## src/rtl/vm2002_pkg.sv

```systemverilog
// vm2002 shared types and constants.
// Vend verdict and slot-arbiter state encodings, default widths.
package vm2002_pkg;

    localparam int MAX_ITEMS = 8;
    localparam int CNT_W     = 4;
    localparam int COST_W    = 8;
    localparam int BAL_W     = 16;

    typedef enum logic [1:0] {
        VEND_OK    = 2'd0,
        SOLD_OUT   = 2'd1,
        LOW_CREDIT = 2'd2,
        BAD_ITEM   = 2'd3
    } vend_status_t;

    typedef enum logic [1:0] {
        IDLE     = 2'd0,
        SUP_WR   = 2'd1,
        VEND_CHK = 2'd2,
        RESP     = 2'd3
    } arb_state_t;

endpackage

```

## src/rtl/vm_rr_arb2.sv

```systemverilog
// Two-requester round-robin arbiter.
// Ports: clk, hrst (async, active-high), req[1:0], advance -> gnt[1:0].
module vm_rr_arb2 (
    input  logic       clk,
    input  logic       hrst,
    input  logic [1:0] req,
    input  logic       advance,
    output logic [1:0] gnt
);

    // prio_q = 0 favours req[0] on a tie, 1 favours req[1]
    logic prio_q;

    assign gnt[0] = req[0] & (~req[1] | ~prio_q);
    assign gnt[1] = req[1] & (~req[0] |  prio_q);

    // After a grant, the other requester wins the next tie
    always_ff @(posedge clk or posedge hrst) begin
        if (hrst) begin
            prio_q <= 1'b0;
        end else if (advance) begin
            prio_q <= gnt[0];
        end
    end

endmodule

```

## src/rtl/vm_slot_arbiter.sv

```systemverilog
// vm2002 inventory table with restock/vend arbitration FSM.
// Ports: clk, hrst, srst; sup_* restock handshake; vend_* request/verdict; sold_out.
module vm_slot_arbiter #(
    parameter int NUM_ITEMS = 8,
    parameter int CNT_W     = 4,
    parameter int COST_W    = 8,
    parameter int BAL_W     = 16
) (
    input  logic                 clk,
    input  logic                 hrst,
    input  logic                 srst,
    input  logic                 sup_valid,
    input  logic [2:0]           sup_item,
    input  logic [CNT_W-1:0]     sup_count,
    input  logic [COST_W-1:0]    sup_cost,
    output logic                 sup_ready,
    output logic                 sup_err,
    input  logic                 vend_req,
    input  logic [2:0]           vend_item,
    input  logic [BAL_W-1:0]     vend_credit,
    output logic                 vend_ack,
    output logic [1:0]           vend_result,
    output logic [COST_W-1:0]    vend_cost,
    output logic [BAL_W-1:0]     vend_change,
    output logic [NUM_ITEMS-1:0] sold_out
);

    import vm2002_pkg::*;

    localparam logic [CNT_W-1:0] CNT_MAX = '1;
    localparam logic [3:0]       NI      = 4'(NUM_ITEMS);

    arb_state_t state_q, state_d;

    logic [CNT_W-1:0]  cnt_q  [MAX_ITEMS];
    logic [COST_W-1:0] cost_q [MAX_ITEMS];

    logic [2:0]        item_q;
    logic [CNT_W-1:0]  add_q;
    logic [COST_W-1:0] newcost_q;
    logic [BAL_W-1:0]  credit_q;

    logic [1:0]        gnt;
    logic              idle;
    logic              sup_go;
    logic              vend_go;
    logic              advance;
    logic              item_ok;
    logic [CNT_W-1:0]  cnt_cur;
    logic [COST_W-1:0] cost_cur;
    logic [BAL_W-1:0]  cost_ext;
    logic [CNT_W:0]    sum;
    logic [CNT_W-1:0]  sat;
    vend_status_t      verdict;

    vm_rr_arb2 u_arb (
        .clk     (clk),
        .hrst    (hrst),
        .req     ({vend_req, sup_valid}),
        .advance (advance),
        .gnt     (gnt)
    );

    // srst masks the grant so no handshake completes while aborting
    assign idle      = (state_q == IDLE);
    assign sup_go    = idle & gnt[0] & ~srst;
    assign vend_go   = idle & gnt[1] & ~srst;
    assign advance   = sup_go | vend_go;
    assign sup_ready = sup_go;

    assign item_ok  = ({1'b0, item_q} < NI);
    assign cnt_cur  = cnt_q[item_q];
    assign cost_cur = cost_q[item_q];
    assign cost_ext = BAL_W'(cost_cur);

    // Restock add saturates instead of wrapping
    assign sum = {1'b0, cnt_cur} + {1'b0, add_q};
    assign sat = sum[CNT_W] ? CNT_MAX : sum[CNT_W-1:0];

    always_comb begin
        verdict = VEND_OK;
        if (!item_ok) begin
            verdict = BAD_ITEM;
        end else if (cnt_cur == '0) begin
            verdict = SOLD_OUT;
        end else if (credit_q < cost_ext) begin
            verdict = LOW_CREDIT;
        end
    end

    always_comb begin
        state_d = state_q;
        unique case (state_q)
            IDLE: begin
                if (sup_go) begin
                    state_d = SUP_WR;
                end else if (vend_go) begin
                    state_d = VEND_CHK;
                end
            end
            SUP_WR:   state_d = IDLE;
            VEND_CHK: state_d = RESP;
            RESP:     state_d = IDLE;
            default:  state_d = IDLE;
        endcase
        if (srst) begin
            state_d = IDLE;
        end
    end

    always_ff @(posedge clk or posedge hrst) begin
        if (hrst) begin
            state_q <= IDLE;
        end else begin
            state_q <= state_d;
        end
    end

    always_ff @(posedge clk or posedge hrst) begin
        if (hrst) begin
            for (int i = 0; i < MAX_ITEMS; i++) begin
                cnt_q[i]  <= '0;
                cost_q[i] <= '0;
            end
            item_q      <= '0;
            add_q       <= '0;
            newcost_q   <= '0;
            credit_q    <= '0;
            sup_err     <= 1'b0;
            vend_ack    <= 1'b0;
            vend_result <= VEND_OK;
            vend_cost   <= '0;
            vend_change <= '0;
            sold_out    <= '1;
        end else begin
            sup_err  <= 1'b0;
            vend_ack <= 1'b0;
            for (int i = 0; i < NUM_ITEMS; i++) begin
                sold_out[i] <= (cnt_q[i] == '0);
            end
            if (!srst) begin
                if (sup_go) begin
                    item_q    <= sup_item;
                    add_q     <= sup_count;
                    newcost_q <= sup_cost;
                end
                if (vend_go) begin
                    item_q   <= vend_item;
                    credit_q <= vend_credit;
                end
                if (state_q == SUP_WR) begin
                    if (item_ok) begin
                        cnt_q[item_q] <= sat;
                        if (newcost_q != '0) begin
                            cost_q[item_q] <= newcost_q;
                        end
                    end else begin
                        sup_err <= 1'b1;
                    end
                end
                if (state_q == VEND_CHK) begin
                    vend_ack    <= 1'b1;
                    vend_result <= verdict;
                    vend_cost   <= item_ok ? cost_cur : '0;
                    vend_change <= (verdict == VEND_OK) ?
                                   credit_q - cost_ext : '0;
                    if (verdict == VEND_OK) begin
                        cnt_q[item_q] <= cnt_cur - 1'b1;
                    end
                end
            end
        end
    end

endmodule

```

## config.mk

```make
export PLATFORM = sky130hd
export DESIGN_NAME = vm_slot_arbiter
export DESIGN_NICKNAME = d
export VERILOG_FILES = /design/src/rtl/vm2002_pkg.sv /design/src/rtl/vm_rr_arb2.sv /design/src/rtl/vm_slot_arbiter.sv
export SDC_FILE = /design/constraint.sdc
export NUM_CORES = 1
export LEC_CHECK = 0
export CAP_MARGIN = 30
export CORE_ASPECT_RATIO = 0.7
export CORE_MARGIN = 4
export CORE_UTILIZATION = 30
export CTS_CLUSTER_DIAMETER = 80
export CTS_CLUSTER_SIZE = 30
export DETAILED_ROUTE_END_ITERATION = 10
export HOLD_SLACK_MARGIN = 0.02
export PLACE_DENSITY = 0.49
export SYNTH_ARGS = -nofsm -noshare
export SYNTH_HDL_FRONTEND = slang
export SYNTH_SLANG_ARGS = --single-unit
```

## constraint.sdc

```tcl
create_clock -name clk -period 8.2 [get_ports clk]
set_input_delay 1.23 -clock clk [delete_from_list [all_inputs] [get_ports clk]]
set_output_delay 1.23 -clock clk [all_outputs]
set_load 0.005 [all_outputs]
```

==> results of run 1 <==
## critical path, cell delays in order
cell	delay [ps]
clkdlybuf4s50_1	530
nor3_1	370
nand3_1	640
clkinv_1	610
clkdlybuf4s50_1	600
## stage by stage
step / util [%] / instance area [um^2] / total power [mW] / setup slack (ps)
final: 37.6 / 9410 / 3.79 / 2970
after global routing: 37.6 / 9410 / 4.05 / 2760
after floorplan: - / 7750 / 2.41 / 2520
after global placement: 35.0 / 8760 / 2.90 / 3190
after detailed placement: 35.1 / 8800 / 2.97 / 3010
after CTS: 37.5 / 9390 / 3.80 / 3010
## cell families (layout without fill, tap and decap cells)
| group | after synthesis | after routing | share of synthesized area (%) |
|---|---|---|---|
| adders and majority gates | 16 | 16 | 2.78 |
| other | 1 | 1 | 0.0484 |
| and+or+nand+nor | 163 | 163 | 9.67 |
| muxes | 101 | 101 | 16.2 |
| xor gates and xnor gates | 16 | 16 | 1.81 |
| AOI/OAI and AO/OA | 143 | 143 | 12.4 |
| buffers and inverters | 61 | 137 | 3.63 |
| DFF | 165 | 165 | 53.4 |
## registers in the layout (all words and copies together) (netlist names), 3 cells and up
name         cells
cnt_q           32
newcost_q        8
credit_q        16
item_q           3
sold_out         8
vend_cost        8
vend_change     16
add_q            4
cost_q          64
## synthesized netlist by cell type, types with 9 or more instances
cell	number
a21oi_1	45
o21ai_0	30
clkbuf_1	23
mux4_2	10
and3_1	10
xor2_1	9
nor2_1	20
a22oi_1	9
mux2_2	80
nand2_1	90
dfrtp_1	157
a22o_1	18
inv_1	18
nor4_1	12
ha_1	14
## cells in the final DEF, fill, tap and decap left out, drive strengths merged, types with 6 or more instances in the layout
cell type      Yosys  final
a22oi              9      9
o21ai             33     33
mux4              10     10
dfrtp            157    157
clkbuf            25     18
a21oi             46     46
xor2               9      9
mux2i             10     10
nor4              12     12
clkdlybuf4s50      0     74
nor2              20     20
a31oi              8      8
xnor2              7      7
dfstp              8      8
nand2             91     91
buf               17     12
clkinv             1      6
inv               18     21
nor2b              6      6
nor3               8      8
and3              10     10
a221oi             8      8
a22o              18     18
ha                14     14
mux2              81     81
## power groups by stage
stage / Clock [mW] / Combinational [mW] / Sequential, mW
final: 0.811 / 1.57 / 1.41
after global routing: 0.864 / 1.74 / 1.45
after CTS: 0.830 / 1.57 / 1.41
after global placement: 0 / 1.49 / 1.41
after detailed placement: 0 / 1.56 / 1.42
after floorplan: 0 / 1.12 / 1.29
## area by class of cell
cell class | instances | area share, %
Sequential cell | 165 | 44.0
Tap cell | 325 | 4.32
Timing Repair Buffer | 86 | 9.16
Clock inverter | 14 | 1.62
Multi-Input combinational cell | 440 | 35.4
Clock buffer | 18 | 4.67
Inverter | 19 | 0.811
## layer usage
metal	vias to the layer above	track usage (%)	part of all wire, %
met3	20	3.19	4.9
met4	0	3.55	1.0
met2	163	23.8	45
li1	2502	-	-
met1	2874	23.0	49
met5	-	0	0
## path summary, 6_finish.rpt
kind                       startpoint           to  cells after the start  slack [ps]
max                              srst    sup_ready                      5        2970
max reg2reg                 item_q[0]    cnt_q[27]                     11        3410
min                         cnt_q[20]  sold_out[2]                      1         430
max in group asynchronous        hrst    cnt_q[18]                      3        5800
min reg2reg                 cnt_q[20]  sold_out[2]                      1         430
min in group asynchronous        hrst   cost_q[27]                      2        1280
==> summary.md, run 1 <==
| Metric | Value |
|---|---|
| Asr flop ratio synth | `100%` |
| Critical path class | `primary input to output pin` |
| Die height | `between 100 and 150 um` |
| Max Root-Sink Buffers | `2` |
| CTS Buf Count | `17` |
| Sequential group share of total power | `between 30% and 40%` |
| Via density | `approximately 5.2` |
| Fraction of layout cells with a size suffix above 1 | `roughly a fifth` |
| Internal Power | `about 2.3 mW` |
| Final period utilization | `a little under two thirds` |
| # Max-Cap Violations | `0` |
| Critical Path RT | `between 6000 and 7000 ps` |
| Final hold violation count | `0` |
| Initial antenna violation count | `0` |
| Largest cells by area after synthesis | `dfrtp_1, mux2_2, nand2_1, a21oi_1, mux4_2` |
| Average cell area after synthesis | `11.6 um^2` |
| DP HPWL | `about 15,000 um` |
| Row count | `48` |
| Routability Congestion | `roughly 0.85` |
| DRT iter0 DRCs | `420` |
| Sw Ratio | `between 30% and 40%` |
| Clock Skews | `9.91 ps` |
| Fmax | `~0.19 GHz` |
| CP Data Arrival Time | `approximately 4000 ps` |
| Power share of the clock group | `21.4%` |
| Core area | `around 25,000 um^2` |
| H-tree depth | `4` |
| Mapped Cells | `666` |
| Synthesized Nets | `between 700 and 800` |
| Pins Over Slew Limit | `0` |
| Worst rel slew slack | `a little over a third` |
| Hold slack final | `about 430 ps` |
| Comb pwr share | `~41%` |
| Pleak | `approximately 4.1 nW` |
| Nets | `a little under 800` |
| Largest net degree at the start of global routing | `71` |
| RSZ-0062 raised after global routing | `false` |
| Vias in the first global route | `5,876` |
| Fillers | `~2,400` |
| Full die area | `about 29,000 um^2` |
| Port bufs | `74` |
| Root Buffer | `clkbuf_16` |
| Peak VDD IR | `0.149 mV` |
| Detail Route Antenna Nets | `0` |
| Register area | `a little over 4000 um^2` |
| Post-synthesis sequential area ratio | `a little over half` |
| Placed insts | `approximately 1,000` |
| Synth Flop Type | `dfrtp_1` |
| Initial Utilization | `a little under a third` |
| Yosys cell types | `60` |
| # hold bufs at CTS | `0` |
| Fin cells | `around 1,100` |
| Leading area contributor after synthesis | `dfrtp_1` |
| Sw Pwr | `1.46 mW` |
| Register bit count reported by yosys | `~170` |
| GRT Overall Usage | `approximately 16%` |
| Area Growth Syn to Fin | `21.4%` |
| Hold crit path type | `register to register` |
| Yosys top cell area share | `around half` |
| Power Dens Cells | `402 nW/um^2` |
| Number of flops mapped to enable cells by yosys | `0` |
| CP Launch Type | `primary input` |
| Setup TNS | `0 ps` |
| DR vias | `approximately 5,600` |
| IO Count | `76` |
| Drt pass-1 iters | `5` |
| Worst skew pair latency | `430 ps` |
| Synth Cell Area | `7750 um^2` |
| Clk slew on worst S/H paths | `around 60 ps` |
| Outcome | `finished clean` |
| Nature of the critical path endpoint | `output pin` |
| DRC Markers | `0` |
| CP max FO | `17` |
| CTS Sinks | `about 170` |
| Tightest Pin Transition | `roughly 960 ps` |
| Setup Buffers After CTS | `0` |
| CTS tree | `done` |
| WL final | `21,700 um` |
| WL/cell | `20.4 um` |
| Antenna cells | `0` |
| Fin crit period | `around 5200 ps` |
| First-pass GRT wire length | `around 35,000 um` |
| Post-CTS sizing | `0` |
| Global route total overflow | `0` |
| Die X | `~200 um` |
| Multi-input combinational cell area | `between 3000 and 4000 um^2` |
| Endpoints failing setup | `0` |
| Synthesis Warnings | `0` |
(Power assumes the default switching activity.)
==> run 2, diff against run 1 <==
--- a/config.mk
+++ b/config.mk
@@ -13,7 +13,7 @@
 export CTS_CLUSTER_SIZE = 30
 export DETAILED_ROUTE_END_ITERATION = 10
 export HOLD_SLACK_MARGIN = 0.02
-export PLACE_DENSITY = 0.49
+export PLACE_DENSITY = 0.51
 export SYNTH_ARGS = -nofsm -noshare
 export SYNTH_HDL_FRONTEND = slang
 export SYNTH_SLANG_ARGS = --single-unit
==> constraint.sdc (replaced) <==
create_clock -name clk -period 4.8 [get_ports clk]
set_input_delay 0.72 -clock clk [delete_from_list [all_inputs] [get_ports clk]]
set_output_delay 0.72 -clock clk [all_outputs]
set_load 0.005 [all_outputs]
==> summary.md, run 2 (same netlist as run 1, synthesis figures left out) <==
| Metric | Value |
|---|---|
| Outcome | `finished clean` |
| GRT Overall Usage | `between 10% and 20%` |
| Power Dens Cells | `between 600 and 700 nW/um^2` |
| CP Launch Type | `register` |
| DRC Markers | `0` |
| Critical path class | `register to register` |
| First-pass GRT wire length | `roughly 33,000 um` |
| WL/cell | `~19 um` |
| RR Endpoint | `cnt_q[13]` |
| Vias in the first global route | `5,609` |
| Most frequent cells in the layout | `dfrtp_1, nand2_1, mux2_2, clkdlybuf4s50_1, a21oi_1` |
| Initial antenna violation count | `0` |
| CTS tree | `done` |
| Setup TNS | `0 ps` |
| Worst skew pair latency | `around 430 ps` |
| H-tree depth | `4` |
| R2R setup slack | `500 ps` |
| Clk slew on worst S/H paths | `70 ps` |
| Die X | `roughly 200 um` |
| CTS Sinks | `around 170` |
| CP Data Arrival Time | `about 4600 ps` |
| Area Growth Syn to Fin | `22.4%` |
| Routability Congestion | `around 0.84` |
| Pins Over Slew Limit | `0` |
| Slowest stage delay, CP | `a little under 800 ps` |
| Hold crit path type | `register to register` |
| Largest register FFs | `64` |
| Fmax | `0.233 GHz` |
| Critical path destination | `cnt_q[13]` |
| RSZ-0062 raised after global routing | `false` |
| IO Count | `76` |
| Row count | `48` |
| Max Root-Sink Buffers | `2` |
| Final period utilization | `about nine tenths` |
| Global route total overflow | `0` |
| Via density | `a little over 5` |
| Post-CTS sizing | `0` |
| CP dominant cell by count | `a21oi_1` |
| Crit. Startpoint | `item_q[1]` |
| Leading registers by flop count | `cost_q: 64 flops, cnt_q: 32 flops` |
| Worst rel slew slack | `approximately 29%` |
| Fraction of layout cells with a size suffix above 1 | `approximately 22%` |
| Drt pass-1 iters | `5` |
| Pleak | `~4.2 nW` |
| Worst R2R Start | `item_q[1]` |
| # hold bufs at CTS | `0` |
| DP HPWL | `around 15,000 um` |
| Full die area | `around 29,000 um^2` |
| Peak VDD IR | `about 0.26 mV` |
| Commonest non-fill, non-tap cell in the layout | `dfrtp_1` |
| Endpoints failing setup | `0` |
| Final hold violation count | `0` |
| Placed insts | `between 1,000 and 1,500` |
| Antenna cells | `0` |
| Fin crit period | `between 4000 and 5000 ps` |
| Detail Route Antenna Nets | `0` |
| Critical-path cell list | `mux4_2 -> a221oi_1 -> inv_1 -> fa_1 -> nand3b_1 -> a211o_1 -> nand3_1 -> o2111ai_2 -> a21oi_4 -> buf_4 -> a21oi_1 -> a21oi_1` |
| CP Depth | `12` |
| Critical Path RT | `roughly 5100 ps` |
| R2R depth | `12` |
| Die height | `~140 um` |
| Nature of the critical path endpoint | `register` |
| # Max-Cap Violations | `0` |
| CP max FO | `16` |
| Port bufs | `74` |
| WL final | `~21,000 um` |
| Core area | `about 25,000 um^2` |
| Critical path buffer and inverter count | `2` |
| Biggest register | `cost_q` |
| Initial Utilization | `31.0%` |
| Slowest cell on crit path | `dfrtp_1` |
| DRT iter0 DRCs | `about 420` |
| Tot Pwr | `6.47 mW` |
| Largest net degree at the start of global routing | `166` |
| Clock Skews | `~12 ps` |
| Setup Buffers After CTS | `0` |
| Root Buffer | `clkbuf_16` |
| CTS Buf Count | `17` |
| Nets | `a little under 800` |
| Crit path max-delay family | `compound AO/OA/AOI/OAI gates` |
| Tightest Pin Transition | `approximately 1100 ps` |
| Fin cells | `1,074` |
| DR vias | `5,528` |
## run 2: changes by cell type in the layout (fill, tap and decap cells not counted), sizes merged
cell,before,now
bufinv,2,3
clkbuf,18,20
clkinvlp,4,5
buf,12,20
clkinv,6,4
inv,21,18
## run 2: power by group
part / internal (mW) / total (mW) / leakage (nW) / switching (mW)
Clock: 0.831 / 1.40 / 0.279 / 0.568
Combinational: 1.29 / 2.65 / 1.81 / 1.37
Sequential: 1.93 / 2.42 / 2.10 / 0.490
Total: 4.04 / 6.47 / 4.19 / 2.43
## run 2: area by class of cell
cell class / instances / area (um^2)
fill: 2420 / 15600
timing repair buffer: 94 / 936
clock buffer: 20 / 447
tap: 325 / 407
multi-input combinational: 440 / 3330
inverter: 19 / 75.1
sequential: 165 / 4140
clock inverter: 11 / 151
## run 2: how the worst min path moves through the flow
stage,cells after the start,endpoint,from
floorplan,1,sold_out[4],cnt_q[12]
global placement,1,sold_out[5],cnt_q[11]
detailed placement,1,sold_out[5],cnt_q[11]
CTS,1,sold_out[5],cnt_q[11]
global route,1,sold_out[5],cnt_q[11]
finish,1,sold_out[5],cnt_q[11]
## run 2: worst register-to-register path, cell delays in order, from the launching register on
cell       delay (ps)
dfrtp_1           770
mux4_2            580
a221oi_1          450
inv_1             120
fa_1              440
nand3b_1          210
a211o_1           310
nand3_1           230
o2111ai_2         190
a21oi_4           400
buf_4             260
a21oi_1            80
a21oi_1           160
## run 2: through the flow
step	setup WS (ps)	cell area, um^2	hold WS (ps)	utilization (%)
5_1_grt	186	9490	452	37.9
3_3_place_gp	556	8860	432	35.4
4_1_cts	472	9460	436	37.8
6_report	502	9490	433	37.9
3_5_place_dp	517	8860	432	35.4
2_1_floorplan	1100	7750	386	-
## run 2: routing by layer
metal / vias up / share of wire (%) / track usage (%)
met5: - / 0 / 0
li1: 2524 / - / -
met4: 0 / 0.95 / 3.22
met1: 2848 / 51 / 21.8
met2: 137 / 44 / 21.6
met3: 19 / 4.7 / 3.62
